## config.mk

```make
export PLATFORM = sky130hd
export DESIGN_NAME = regfile_bypass_queue
export DESIGN_NICKNAME = d
export VERILOG_FILES = /design/src/rtl/regfile_bypass_queue.sv
export SDC_FILE = /design/constraint.sdc
export NUM_CORES = 2
export LEC_CHECK = 0
export CORE_MARGIN = 5
export CORE_UTILIZATION = 59
export CTS_CLUSTER_SIZE = 16
export DETAILED_ROUTE_END_ITERATION = 7
export GPL_TIMING_DRIVEN = 0
export HOLD_SLACK_MARGIN = 0.06
export PLACE_DENSITY = 0.76
export SYNTH_ARGS = -nofsm -noshare
export SYNTH_HDL_FRONTEND = slang
export SYNTH_SLANG_ARGS = --single-unit
```

## constraint.sdc

```tcl
create_clock -name clk -period 50.6 [get_ports clk]
set_input_delay 15.18 -clock clk [delete_from_list [all_inputs] [get_ports clk]]
set_output_delay 15.18 -clock clk [all_outputs]
set_load 0.01 [all_outputs]
```

## src/rtl/regfile_bypass_queue.sv

```systemverilog
// Integer register file fronted by a shift queue of in-flight results.
// Read ports return the youngest matching queue entry, else the retired register value.
module regfile_bypass_queue #(
    parameter int RegFileSize   = 32,
    parameter int RegAddrWidth  = 5,
    parameter int DataWidth     = 32,
    parameter int BypassDepth   = 3,
    parameter int ReadPortCount = 2,
    parameter bit EnableBypass  = 1'b1
) (
    input  logic                                  clk,
    input  logic                                  rst,
    input  logic                                  stall,
    input  logic                                  writeValid,
    input  logic [RegAddrWidth-1:0]               writeAddr,
    input  logic [DataWidth-1:0]                  writeValue,
    input  logic [ReadPortCount*RegAddrWidth-1:0] readAddr,
    output logic [ReadPortCount*DataWidth-1:0]    readValue,
    output logic [ReadPortCount-1:0]              readHit,
    output logic [$clog2(BypassDepth+1)-1:0]      occupancy
);
    localparam int OccWidth = $clog2(BypassDepth+1);

    logic                    r_q_valid [BypassDepth];
    logic [RegAddrWidth-1:0] r_q_addr  [BypassDepth];
    logic [DataWidth-1:0]    r_q_value [BypassDepth];
    logic [DataWidth-1:0]    r_regs    [RegFileSize];

    logic [RegAddrWidth-1:0] w_read_addr  [ReadPortCount];
    logic [DataWidth-1:0]    w_read_value [ReadPortCount];
    logic                    w_read_hit   [ReadPortCount];
    logic [OccWidth-1:0]     w_occupancy;
    logic                    w_push_valid;
    logic                    w_retire;

    // Writes to x0 enter as bubbles so x0 can never be forwarded or retired.
    assign w_push_valid = writeValid && (writeAddr != '0);
    assign w_retire     = !stall && r_q_valid[BypassDepth-1];

    always_ff @(posedge clk or posedge rst) begin
        if (rst) begin
            for (int s = 0; s < BypassDepth; s++) begin
                r_q_valid[s] <= 1'b0;
                r_q_addr[s]  <= '0;
                r_q_value[s] <= '0;
            end
        end else if (!stall) begin
            r_q_valid[0] <= w_push_valid;
            r_q_addr[0]  <= writeAddr;
            r_q_value[0] <= writeValue;
            for (int s = 1; s < BypassDepth; s++) begin
                r_q_valid[s] <= r_q_valid[s-1];
                r_q_addr[s]  <= r_q_addr[s-1];
                r_q_value[s] <= r_q_value[s-1];
            end
        end
    end

    always_ff @(posedge clk or posedge rst) begin
        if (rst) begin
            for (int r = 0; r < RegFileSize; r++) begin
                r_regs[r] <= '0;
            end
        end else if (w_retire) begin
            r_regs[r_q_addr[BypassDepth-1]] <= r_q_value[BypassDepth-1];
        end
    end

    generate
        for (genvar gi = 0; gi < ReadPortCount; gi++) begin : g_port
            assign w_read_addr[gi]                        = readAddr[gi*RegAddrWidth +: RegAddrWidth];
            assign readValue[gi*DataWidth +: DataWidth]   = w_read_value[gi];
            assign readHit[gi]                            = w_read_hit[gi];
        end
    endgenerate

    // Scan oldest to youngest so the youngest match overwrites older ones.
    always_comb begin
        for (int p = 0; p < ReadPortCount; p++) begin
            w_read_value[p] = r_regs[w_read_addr[p]];
            w_read_hit[p]   = 1'b0;
            if (EnableBypass) begin
                for (int s = BypassDepth - 1; s >= 0; s--) begin
                    if (r_q_valid[s] && (r_q_addr[s] == w_read_addr[p])) begin
                        w_read_value[p] = r_q_value[s];
                        w_read_hit[p]   = 1'b1;
                    end
                end
            end
            if (w_read_addr[p] == '0) begin
                w_read_value[p] = '0;
                w_read_hit[p]   = 1'b0;
            end
        end
    end

    always_comb begin
        w_occupancy = '0;
        for (int s = 0; s < BypassDepth; s++) begin
            w_occupancy = w_occupancy + OccWidth'(r_q_valid[s]);
        end
    end

    assign occupancy = w_occupancy;

endmodule

```

==> flow_summary.json <==
{
  "fin_nets": 4437,
  "synthFlopType": "dfrtp_1",
  "fin_util_pct": 66.37,
  "async_flop_share_pct": 100.0,
  "yosysSeqAreaShare_pct": 46.42,
  "avgSynthCellArea_um2": 14.80,
  "numCtsBuffers": 117,
  "vias_per_cell": 7.576,
  "yosysWarnings": 0,
  "crit_slowest_cell": "clkbuf_1",
  "synthTopCellsByArea": "dfrtp_1 (46%), mux2_2 (21%), mux4_2 (18%), mux2i_1 (3.1%), clkbuf_1 (1.3%)",
  "setup_slack_ns": 14.58,
  "core_um2": 103300,
  "use_met3_pct": 15.67,
  "synth_edf_count": 0,
  "timing.slew.headroom_pct": -4.241,
  "cp.arrival_ns": 20.84,
  "crit_buf_inv": 6,
  "yosysTopAreaCell": "dfrtp_1",
  "maxCapViolCount": 2,
  "cpLargestDelayFamily": "buffers and inverters",
  "vdd.ir_drop.worst_mv": 0.03941,
  "h-tree-depth": 3,
  "cts_sinks": 1138,
  "port_buffers": 108,
  "min_period_ns": 36.02,
  "violations": "capacitance limit, slew limit",
  "die_area_um2": 110500,
  "dpl_worst_slack_ns": 14.95,
  "yosysMostFrequentCell": "mux2_2",
  "worstMarginPinSlew_ns": 1.564,
  "place_congestion": 1.055,
  "drt_iter0_drc": 6935,
  "rows": 118,
  "end_kind": "primary output",
  "grt_use_total_pct": 42.14,
  "synth_fp_nets": 4198,
  "ff_latch_area_um2": 28480,
  "die_x_um": 332.5,
  "drcViolationCount": 0,
  "multiInputGateArea_um2": 30760,
  "slowest_delay_ns": 1.15,
  "path_cells": "clkdlybuf4s50_1, buf_2, buf_2, clkbuf_1, clkbuf_1, a211oi_1, a22oi_1, nor2_1, o21ai_0, clkdlybuf4s50_1",
  "stdcell_count": 5870,
  "antenna_found_initial": 9,
  "tns_ns": 0,
  "finalCritPeriodShare_pct": 71.18,
  "cts_tree": "done",
  "cp_max_fo": 10,
  "layout-drive-gt1-share_pct": 46.22,
  "finalHoldViolations": 0,
  "synth-seq-cells": 1138,
  "status": "finished, violations left",
  "ys_top_cells_by_count": "mux2_2 (1171), dfrtp_1 (1138), mux4_2 (494), clkbuf_1 (206), mux2i_1 (192)",
  "ys_types": 54,
  "fp.dieH_um": 332.5,
  "hpwl_um": 169400,
  "power_density_nw_per_um2": 48.40,
  "rsz0062_at_grt": "no",
  "synthCells": 4146,
  "root_buffer": "clkbuf_16",
  "area_growth_pct": 11.80,
  "grt_pass1_wl_um": 331500,
  "post_cts_buffers": 0,
  "required_ns": 35.42,
  "pin_count": 119,
  "grt_overflow": 0,
  "clk_latency_ns": 0.74,
  "p_leak_nw": 30.54,
  "place_inst": 5645,
  "hold-worst-slack_ns": 0.5236,
  "gr-usage-met2_pct": 59.38,
  "grt_pass1_vias": 44410,
  "synth_area_um2": 61350,
  "clockBufferDepth": 3,
  "fmax_mhz": 27.77,
  "criticalPathCategory": "in -> out",
  "maxSlewViolCount": 22,
  "cts_resized": 0,
  "hold_class": "reg -> reg",
  "vias": 44470,
  "initial_core_util_pct": 59.36,
  "routed_wirelength_um": 235900,
  "drt-pass1-iter-count": 8,
  "grtUsageMet1_pct": 52.79,
  "finalClockSkew_ns": 0.01955,
  "cts.clk_slew.worst_paths_ns": 0.06,
  "gr-max-usage-layer": "met2",
  "cts_hold_buffers": 0,
  "wl_per_cell_um": 40.18,
  "worstSetupStartpointType": "input pin",
  "setup_viol": 0,
  "fillers": 7398,
  "grt_max_degree": 126,
  "ant_nets": 0,
  "synth_top_area_share_pct": 46.42
}
## stage by stage
stage / total power, W / area, µm²
after global routing: 0.003414 / 68580
after global placement: 0.002315 / 64160
after CTS: 0.003283 / 68560
final: 0.003320 / 68590
after floorplan: 0.002007 / 61350
after detailed placement: 0.002355 / 64450
## area by class of cell
class	instances	share of cell area, %
Antenna cell	7	0.02554
Buffer	446	3.077
Clock buffer	173	5.075
Clock inverter	44	0.9248
Inverter	2	0.02189
Multi-Input combinational cell	2560	44.84
Sequential cell	1138	41.52
Tap cell	1380	2.517
Timing Repair Buffer	120	2.001
## registers in the layout, summed over array words and instances, names as in the netlist
| register | flops |
|---|---|
| r_q_addr | 15 |
| r_q_valid | 3 |
| r_q_value | 96 |
| r_regs | 1024 |
## worst register-to-register path: stages (launching register included)
cell	delay (ns)
dfrtp_1	0.55
nor2b_1	0.40
nand3_1	0.35
nor2_1	0.70
clkbuf_1	0.90
mux2_2	0.43
## path summary, 6_finish.rpt
check / startpoint / to / slack (ns) / cells past startpoint
min in group asynchronous: rst / r_regs[121] / 14.89 / 2
hold / removal: r_regs[678] / r_regs[678] / 0.52 / 1
setup / recovery: readAddr[8] / readValue[42] / 14.58 / 10
max in group asynchronous: rst / r_regs[783] / 33.75 / 5
setup reg to reg: r_q_valid[0] / r_regs[135] / 47.14 / 5
hold reg to reg: r_regs[678] / r_regs[678] / 0.52 / 1
## power by group
| part | total (W) | internal [W] | leakage, nW | switching [W] |
|---|---|---|---|---|
| sequential | 0.00143 | 0.00119 | 15.2 | 0.000238 |
| clock | 0.000940 | 0.000555 | 2.04 | 0.000385 |
| combinational | 0.000951 | 0.000526 | 13.3 | 0.000425 |
## cell families after synthesis
| group | after synthesis | share of synthesized area [%] |
|---|---|---|
| flops | 1138 | 46.42 |
| mux | 1857 | 42.76 |
| xor+xnor | 30 | 0.4283 |
| fa+ha+maj | 1 | 0.03263 |
| buf+inv | 448 | 3.451 |
| simple gates | 292 | 2.419 |
| compound gates | 380 | 4.493 |
## cells in the final DEF (no fill, tap or decap), drive strengths merged, types with 47 or more instances in the layout
cell	n
a21oi	47
a22oi	57
buf	250
clkbuf	381
clkdlybuf4s50	108
dfrtp	1138
mux2	1171
mux2i	192
mux4	494
nand2	61
nor2	82
o21ai	71
## routing by layer
metal	wire length, µm	up-vias
met2	100300	3686
met5	35	-
li1	-	16530
met1	79720	23250
met3	31250	1007
met4	24590	6
(Power assumes the default switching activity.)
